===== src/rtl/scp_exec_ctrl_pkg.sv =====
// Shared definitions for the processor execution sequencer: state codes and default widths.
package scp_exec_ctrl_pkg;

  typedef enum logic [1:0] {
    S_RST   = 2'b00,
    S_PAUSE = 2'b01,
    S_RUN   = 2'b10,
    S_HALT  = 2'b11
  } scp_state_e;

  localparam int PC_W_DEF = 8;

endpackage


===== src/rtl/scp_btn_debounce.sv =====
// Push-button conditioner: 2-FF synchronizer, stability counter, one-cycle rising-edge pulse.
module scp_btn_debounce #(
  parameter int DEB_CYCLES = 500_000
) (
  input  logic clk,
  input  logic rst,
  input  logic button,
  output logic press
);

  localparam int CW = (DEB_CYCLES > 1) ? $clog2(DEB_CYCLES) : 1;

  logic [1:0]    sync;
  logic [CW-1:0] cnt;
  logic          level;

  // A level change is accepted once the synchronized input has disagreed
  // with the accepted level for DEB_CYCLES consecutive samples.
  always_ff @(posedge clk) begin
    if (rst) begin
      sync  <= '0;
      cnt   <= '0;
      level <= 1'b0;
      press <= 1'b0;
    end else begin
      sync  <= {sync[0], button};
      press <= 1'b0;
      if (sync[1] == level) begin
        cnt <= '0;
      end else if (cnt == CW'(DEB_CYCLES - 1)) begin
        level <= sync[1];
        press <= sync[1];
        cnt   <= '0;
      end else begin
        cnt <= cnt + 1'b1;
      end
    end
  end

endmodule


===== src/rtl/scp_exec_ctrl.sv =====
// Execution sequencer: core clock enable and reset, free-run / single-step, PC breakpoint, halt.
module scp_exec_ctrl
  import scp_exec_ctrl_pkg::*;
#(
  parameter int RUN_DIV    = 25_000_000,
  parameter int DEB_CYCLES = 500_000,
  parameter int RST_CYCLES = 4,
  parameter int PC_W       = PC_W_DEF,
  parameter int CNT_W      = 24
) (
  input  logic             clk,
  input  logic             rst,
  input  logic             button,
  input  logic             run_sw,
  input  logic             bp_en,
  input  logic [PC_W-1:0]  bp_addr,
  input  logic [PC_W-1:0]  pc,
  input  logic             halt_req,
  output logic             core_en,
  output logic             core_rst,
  output logic [1:0]       state,
  output logic             bp_hit,
  output logic [CNT_W-1:0] instr_cnt
);

  localparam int PW = $clog2(RUN_DIV);
  localparam int RW = (RST_CYCLES > 1) ? $clog2(RST_CYCLES) : 1;

  scp_state_e    cur, nxt;
  logic [PW-1:0] presc;
  logic [RW-1:0] rst_cnt;
  logic          press, run_q, en_d;
  logic          trap, run_rise;
  logic          issue, bp_set, bp_clr;

  scp_btn_debounce #(.DEB_CYCLES(DEB_CYCLES)) u_deb (
    .clk    (clk),
    .rst    (rst),
    .button (button),
    .press  (press)
  );

  // pc is only meaningful right after an executed instruction, so resuming
  // from a breakpoint address never re-traps on it.
  assign trap     = en_d && bp_en && (pc == bp_addr);
  assign run_rise = run_sw && !run_q;
  assign state    = cur;

  always_ff @(posedge clk) begin
    if (rst) cur <= S_RST;
    else     cur <= nxt;
  end

  // Halt outranks breakpoint, which outranks the run switch and the button.
  always_comb begin
    nxt = cur;
    unique case (cur)
      S_RST:   if (rst_cnt == RW'(RST_CYCLES - 1)) nxt = run_sw ? S_RUN : S_PAUSE;
      S_PAUSE: if (halt_req) nxt = S_HALT;
               else if (!trap && run_rise) nxt = S_RUN;
      S_RUN:   if (halt_req) nxt = S_HALT;
               else if (trap || !run_sw) nxt = S_PAUSE;
      S_HALT:  if (press && !run_sw) nxt = S_RST;
      default: nxt = S_RST;
    endcase
  end

  always_comb begin
    issue  = 1'b0;
    bp_set = 1'b0;
    bp_clr = 1'b0;
    unique case (cur)
      S_PAUSE: begin
        issue  = press && (nxt == S_PAUSE);
        bp_set = trap && !halt_req;
        bp_clr = halt_req || (nxt == S_RUN);
      end
      S_RUN: begin
        issue  = (nxt == S_RUN) && (presc == PW'(RUN_DIV - 2));
        bp_set = trap && !halt_req;
        bp_clr = halt_req;
      end
      default: ;
    endcase
  end

  always_ff @(posedge clk) begin
    if (rst) begin
      core_en   <= 1'b0;
      core_rst  <= 1'b1;
      bp_hit    <= 1'b0;
      instr_cnt <= '0;
      presc     <= '0;
      rst_cnt   <= '0;
      run_q     <= 1'b0;
      en_d      <= 1'b0;
    end else begin
      core_en  <= issue;
      en_d     <= core_en;
      run_q    <= run_sw;
      core_rst <= (nxt == S_RST);
      // Leaving RUN for any reason discards the partial prescaler count.
      if (cur == S_RUN && nxt == S_RUN)
        presc <= (presc == PW'(RUN_DIV - 1)) ? '0 : presc + 1'b1;
      else
        presc <= '0;
      rst_cnt <= (cur == S_RST && nxt == S_RST) ? rst_cnt + 1'b1 : '0;
      if (bp_set)      bp_hit <= 1'b1;
      else if (bp_clr) bp_hit <= 1'b0;
      instr_cnt <= (nxt == S_RST) ? '0 : instr_cnt + CNT_W'(core_en);
    end
  end

endmodule

===== config.mk =====
export PLATFORM = sky130hd
export DESIGN_NAME = scp_exec_ctrl
export DESIGN_NICKNAME = d
export VERILOG_FILES = /design/src/rtl/scp_exec_ctrl_pkg.sv /design/src/rtl/scp_btn_debounce.sv /design/src/rtl/scp_exec_ctrl.sv
export SDC_FILE = /design/constraint.sdc
export NUM_CORES = 1
export LEC_CHECK = 0
export ABC_AREA = 1
export ABC_CLOCK_PERIOD_IN_PS = 2700
export CORE_MARGIN = 2
export CORE_UTILIZATION = 37
export DETAILED_ROUTE_END_ITERATION = 10
export PLACE_DENSITY = 0.62
export SKIP_LAST_GASP = 1
export SLEW_MARGIN = 25
export SYNTH_ARGS = -nofsm -noshare
export SYNTH_HDL_FRONTEND = slang
export SYNTH_HIERARCHICAL = 1
export SYNTH_SLANG_ARGS = --single-unit

===== constraint.sdc =====
create_clock -name clk -period 2.7 [get_ports clk]
set_input_delay 0.81 -clock clk [delete_from_list [all_inputs] [get_ports clk]]
set_output_delay 0.81 -clock clk [all_outputs]
set_load 0.03 [all_outputs]

# Word level (Yosys, flattened, before mapping)

Index checks and enable logic that the tools add are counted.

Reductions and logical operators: 26
Bitwise gates (word level): 4
Equality and inequality tests: 11
Add/sub/neg operators: 4
Muxes and demuxes: 13

Operators with widths:

| operator              | number |
|---|---|
| $eq 25x25->1 const B  | 2 |
| $add 25x1->25 const B | 1 |
| $add 24x1->24         | 1 |
| $add 19x1->19 const B | 1 |
| $eq 19x19->1 const B  | 1 |
| $mux 2                | 7 |
| $logic_and 1x1->1     | 10 |
| $reduce_or 3->1       | 3 |
| $eq 2x2->1 const B    | 4 |
| $eq 8x8->1            | 1 |
| $pmux 2 s4            | 1 |
| $reduce_or 2->1       | 3 |
| $eq 2x1->1 const B    | 2 |
| $logic_not 1->1       | 4 |
| $logic_not 2->1       | 2 |
| $not 1->1             | 4 |
| $pmux 1 s2            | 2 |
| $mux 1                | 3 |
| $add 2x1->2 const B   | 1 |
| $logic_or 1x1->1      | 2 |
| $reduce_and 2->1      | 1 |
| $reduce_bool 2->1     | 1 |
| $eq 1x1->1            | 1 |

Flip-flop bits (word level): 81
Logic and storage cells: 71
Input port bits: 22

# Longest topological paths before layout

Depth after elaboration: 12
Depth in mapped cells: 18
Depth with buffers taken out: 18

# Modules after synthesis

The synthesis kept the hierarchy.

Modules (own cells, without submodules):

| module           | cells each | area each (µm²) | times used | sequential area each (µm²) |
|---|---|---|---|---|
| scp_exec_ctrl    | 424        | 3095.5          | 1          | 1161.1 |
| scp_btn_debounce | 171        | 1162.4          | 1          | 460.4 |

# Worst setup path after synthesis

No wires, ideal clock.

Path kind: register to register
Start point: register core_en
End point: register instr_cnt[20]
Required time: 2582 ps
Setup slack: 414 ps
Cell stages (with the launch flop): 15
Clock period less this slack: 2286 ps
Arrival time: 2168 ps
Setup time: 118 ps
Path through: dfxtp_1 > ha_1 > ha_1 > nand2_1 > inv_2 > nand2_1 > nor3_2 > nand2_1 > nor4_4 > nand4_2 > nor2_2 > nand2_1 > xnor2_1 > inv_1 > nor2_1

Cells in the longest elaborated chain, start to end: 1

Ends and longest elaborated chain:

| item                   | RTL line             | text |
|---|---|---|
| start, declared        | scp_exec_ctrl.sv:19  | `output logic core_en,` |
| start signal, assigned | scp_exec_ctrl.sv:98  | `core_en <= issue;` |
| $add 24x1->24          | scp_exec_ctrl.sv:110 | `instr_cnt <= (nxt == S_RST) ? '0 : instr_cnt + CNT_W'(core_en);` |
| end signal, assigned   | scp_exec_ctrl.sv:110 |  |
| end, declared          | scp_exec_ctrl.sv:23  | `output logic [CNT_W-1:0] instr_cnt` |

No other way between the ends.
A chain may end at the register's enable or synchronous reset.

# Worst setup path after layout

Start point: input bp_addr[5]
End point: register instr_cnt[7]

Cells in the longest elaborated chain, start to end: 9

Ends and longest elaborated chain:

| item                        | RTL line             | text |
|---|---|---|
| start, declared             | scp_exec_ctrl.sv:16  | `input logic [PC_W-1:0] bp_addr,` |
| $eq 8x8->1 *                | scp_exec_ctrl.sv:45  | `assign trap = en_d && bp_en && (pc == bp_addr);` |
| $logic_and 1x1->1 *         | scp_exec_ctrl.sv:45  |  |
| $logic_not 1->1             | scp_exec_ctrl.sv:60  | `else if (!trap && run_rise) nxt = S_RUN;` |
| $logic_and 1x1->1           | scp_exec_ctrl.sv:60  |  |
| $mux 2                      | scp_exec_ctrl.sv:60  |  |
| $mux 2                      | scp_exec_ctrl.sv:59  | `S_PAUSE: if (halt_req) nxt = S_HALT;` |
| $pmux 2 s4 *                | scp_exec_ctrl.sv:57  | `unique case (cur)` |
| $logic_not 2->1 *           | scp_exec_ctrl.sv:110 |  |
| $reduce_or 2->1 (no line) * | n/a                  |  |

Every way passes the cells marked *; elsewhere a longest branch is shown, timed or not.

==> results.json <==
{
  "max-slew-margin-rel": 0.651,
  "finalCriticalPeriod_ns": 2.45,
  "clock_path_buffers": 2,
  "dp_slack_ns": -0.0802,
  "routed_via_density": 4.59,
  "wl_um": 8480,
  "max_freq_mhz": 409,
  "clk_pin_slew_ns": 0.06,
  "io_pins": 51,
  "die_h_um": 111,
  "cts.sinks": 81,
  "io_buffers": 50,
  "holdWs_ns": 0.402,
  "setup_tns_ns": 0,
  "cts_root_buf": "clkbuf_16",
  "yosysUniqueCellTypes": 37,
  "total_power_mw": 2.81,
  "gp_congestion": 0.903,
  "final_hold_viol_count": 0,
  "fin_area_mm2": 0.00533,
  "cellLeakagePower_nw": 2.03,
  "final_core_util": 0.471,
  "yosys_warnings": 6,
  "postSynthCellCount": 595,
  "dp_hpwl_um": 6560,
  "peakVddDrop_mv": 0.311,
  "dieArea_mm2": 0.0124,
  "fin_cells": 808,
  "drive_above_1_share": 0.104,
  "place_inst": 793,
  "antenna_cells": 0,
  "critPathKind": "input pin to flop",
  "yosys.area.top_type_share": 0.381,
  "nets": 694,
  "placedInstanceArea_mm2": 0.00502,
  "period_share": 0.906,
  "cts_tree": "built",
  "critPathCaptureType": "flop",
  "cp-start-kind": "input pin",
  "drtIter0Drc": 175,
  "wire_per_inst_um": 10.5,
  "hp-class": "flop to flop",
  "grt_overflow": 0,
  "synth_area_mm2": 0.00426,
  "clk_latency_ns": 0.33,
  "grt_pass1_wl_um": 14800,
  "worstMarginPinSlew_ns": 0.523,
  "cap_violations": 0,
  "gr-usage-all-layers": 0.140,
  "cts_hold_buf": 0,
  "required_ns": 2.91,
  "outcome": "completed",
  "antenna_left": 0,
  "ys_ff_latch": 81,
  "dr.pass1.iters": 5,
  "cts_buffers": 9,
  "grt_pass1_vias": 3513,
  "rsz0062_at_grt": "false",
  "final_common_cell": "nand2_1",
  "synth_top_cell_by_area": "dfxtp_1",
  "synth_area_per_cell_um2": 7.16,
  "start_util": 0.376,
  "arrival_ns": 2.66,
  "final_cell_mix": "114 x nand2_1, 113 x nor2_1, 94 x inv_1, 81 x dfxtp_1, 50 x clkdlybuf4s50_1",
  "setup_viol": 0,
  "synth_nets": 628,
  "setup_ws_ns": 0.254,
  "crit_path_max_fanout": 24,
  "postCtsSetupRepairBufs": 0,
  "power_density_mw_per_mm2": 526,
  "grt_max_degree": 25,
  "via_count": 3707,
  "cts_resized": 0,
  "antenna_found_initial": 0,
  "drc": 0,
  "seq_area_frac_synth": 0.381,
  "area_delta_synth_final_pct": 25.3,
  "ys_top_cells_by_area": "dfxtp_1 38%, nand2_1 10%, nor2_1 10%",
  "report.final.slew_viol_count": 0,
  "skew_ns": 0.00761,
  "die_w_um": 111,
  "rows": 39,
  "core_area_mm2": 0.0113,
  "htreeDepth": 3
}
[registers in the layout, indices dropped and copies added, names as in the netlist]
signal and cells:
state 2, instr_cnt 24, u_deb/level 1, u_deb/cnt 19, en_d 1, core_rst 1, run_q 1, core_en 1
bp_hit 1, presc 25, rst_cnt 2, u_deb/sync 2, u_deb/press 1
[final timing paths]
path	slack, ns	end	cells past startpoint	start
max	0.25	instr_cnt[7]	19	bp_addr[5]
min	0.40	u_deb/sync[1]	2	u_deb/sync[0]
max reg2reg	0.31	instr_cnt[20]	14	core_en
min reg2reg	0.40	u_deb/sync[1]	2	u_deb/sync[0]
[logic make-up (layout without fill, tap and decap cells)]
kind of cell / after synthesis / count (layout) / synth area share
and+or+nand+nor: 331 / 331 / 0.372
buffers and inverters: 105 / 175 / 0.0955
DFF: 81 / 81 / 0.381
xor gates and xnor gates: 40 / 40 / 0.0840
AOI/OAI and AO/OA: 27 / 27 / 0.0353
adders and majority gates: 11 / 11 / 0.0323
[layout make-up]
| class | count | area (um2) |
|---|---|---|
| fillers | 1140 | 5990 |
| multi-input cells | 409 | 2230 |
| flip-flops and latches | 81 | 1620 |
| repair buffers | 61 | 621 |
| inverters | 99 | 372 |
| clock buffers | 12 | 246 |
| well taps | 143 | 179 |
| clock inverters | 3 | 65.1 |
[cells in the mapped netlist, drive strengths merged]
library cell and number:
nor2 126, nand2 118, inv 99, dfxtp 81, nand3 33, xor2 30, nand4 22, nor3 20
a21oi 17, ha 11, xnor2 10, o21ai 7, buf 5, nor3b 4, or2 4, nor4 2
a21boi 1, a31o 1, a31oi 1, and2 1, clkbuf 1, nand3b 1
[power breakdown]
| part | switching (mW) | leakage (nW) | total [mW] | internal (mW) |
|---|---|---|---|---|
| registers | 0.0184 | 0.654 | 1.24 | 1.22 |
| clock network | 0.449 | 0.153 | 1.28 | 0.829 |
| logic | 0.160 | 1.22 | 0.291 | 0.131 |
| total | 0.627 | 2.03 | 2.81 | 2.18 |
[routing by layer]
metal	share of wire	up-vias	global-route usage
li1	-	1971	-
met1	0.46	1673	0.167
met2	0.49	61	0.251
met3	0.039	2	0.0312
met4	0.0047	0	0.0428
met5	0	-	0
[worst max-delay path, cell delays in order]
cell and delay, ns:
clkdlybuf4s50_1 0.48, inv_1 0.04, nand2_1 0.05, nand2_1 0.05, inv_1 0.05, nand2_1 0.04
nor2_1 0.11, nand3_2 0.11, nand2_1 0.08, nand2_1 0.05, nand2_1 0.06, nand3_1 0.06
nand2_1 0.06, nand2_1 0.08, inv_1 0.08, nor2_1 0.07, nor2_4 0.14, buf_12 0.17
nor3b_1 0.06
Power figures use the tool's default switching activity.
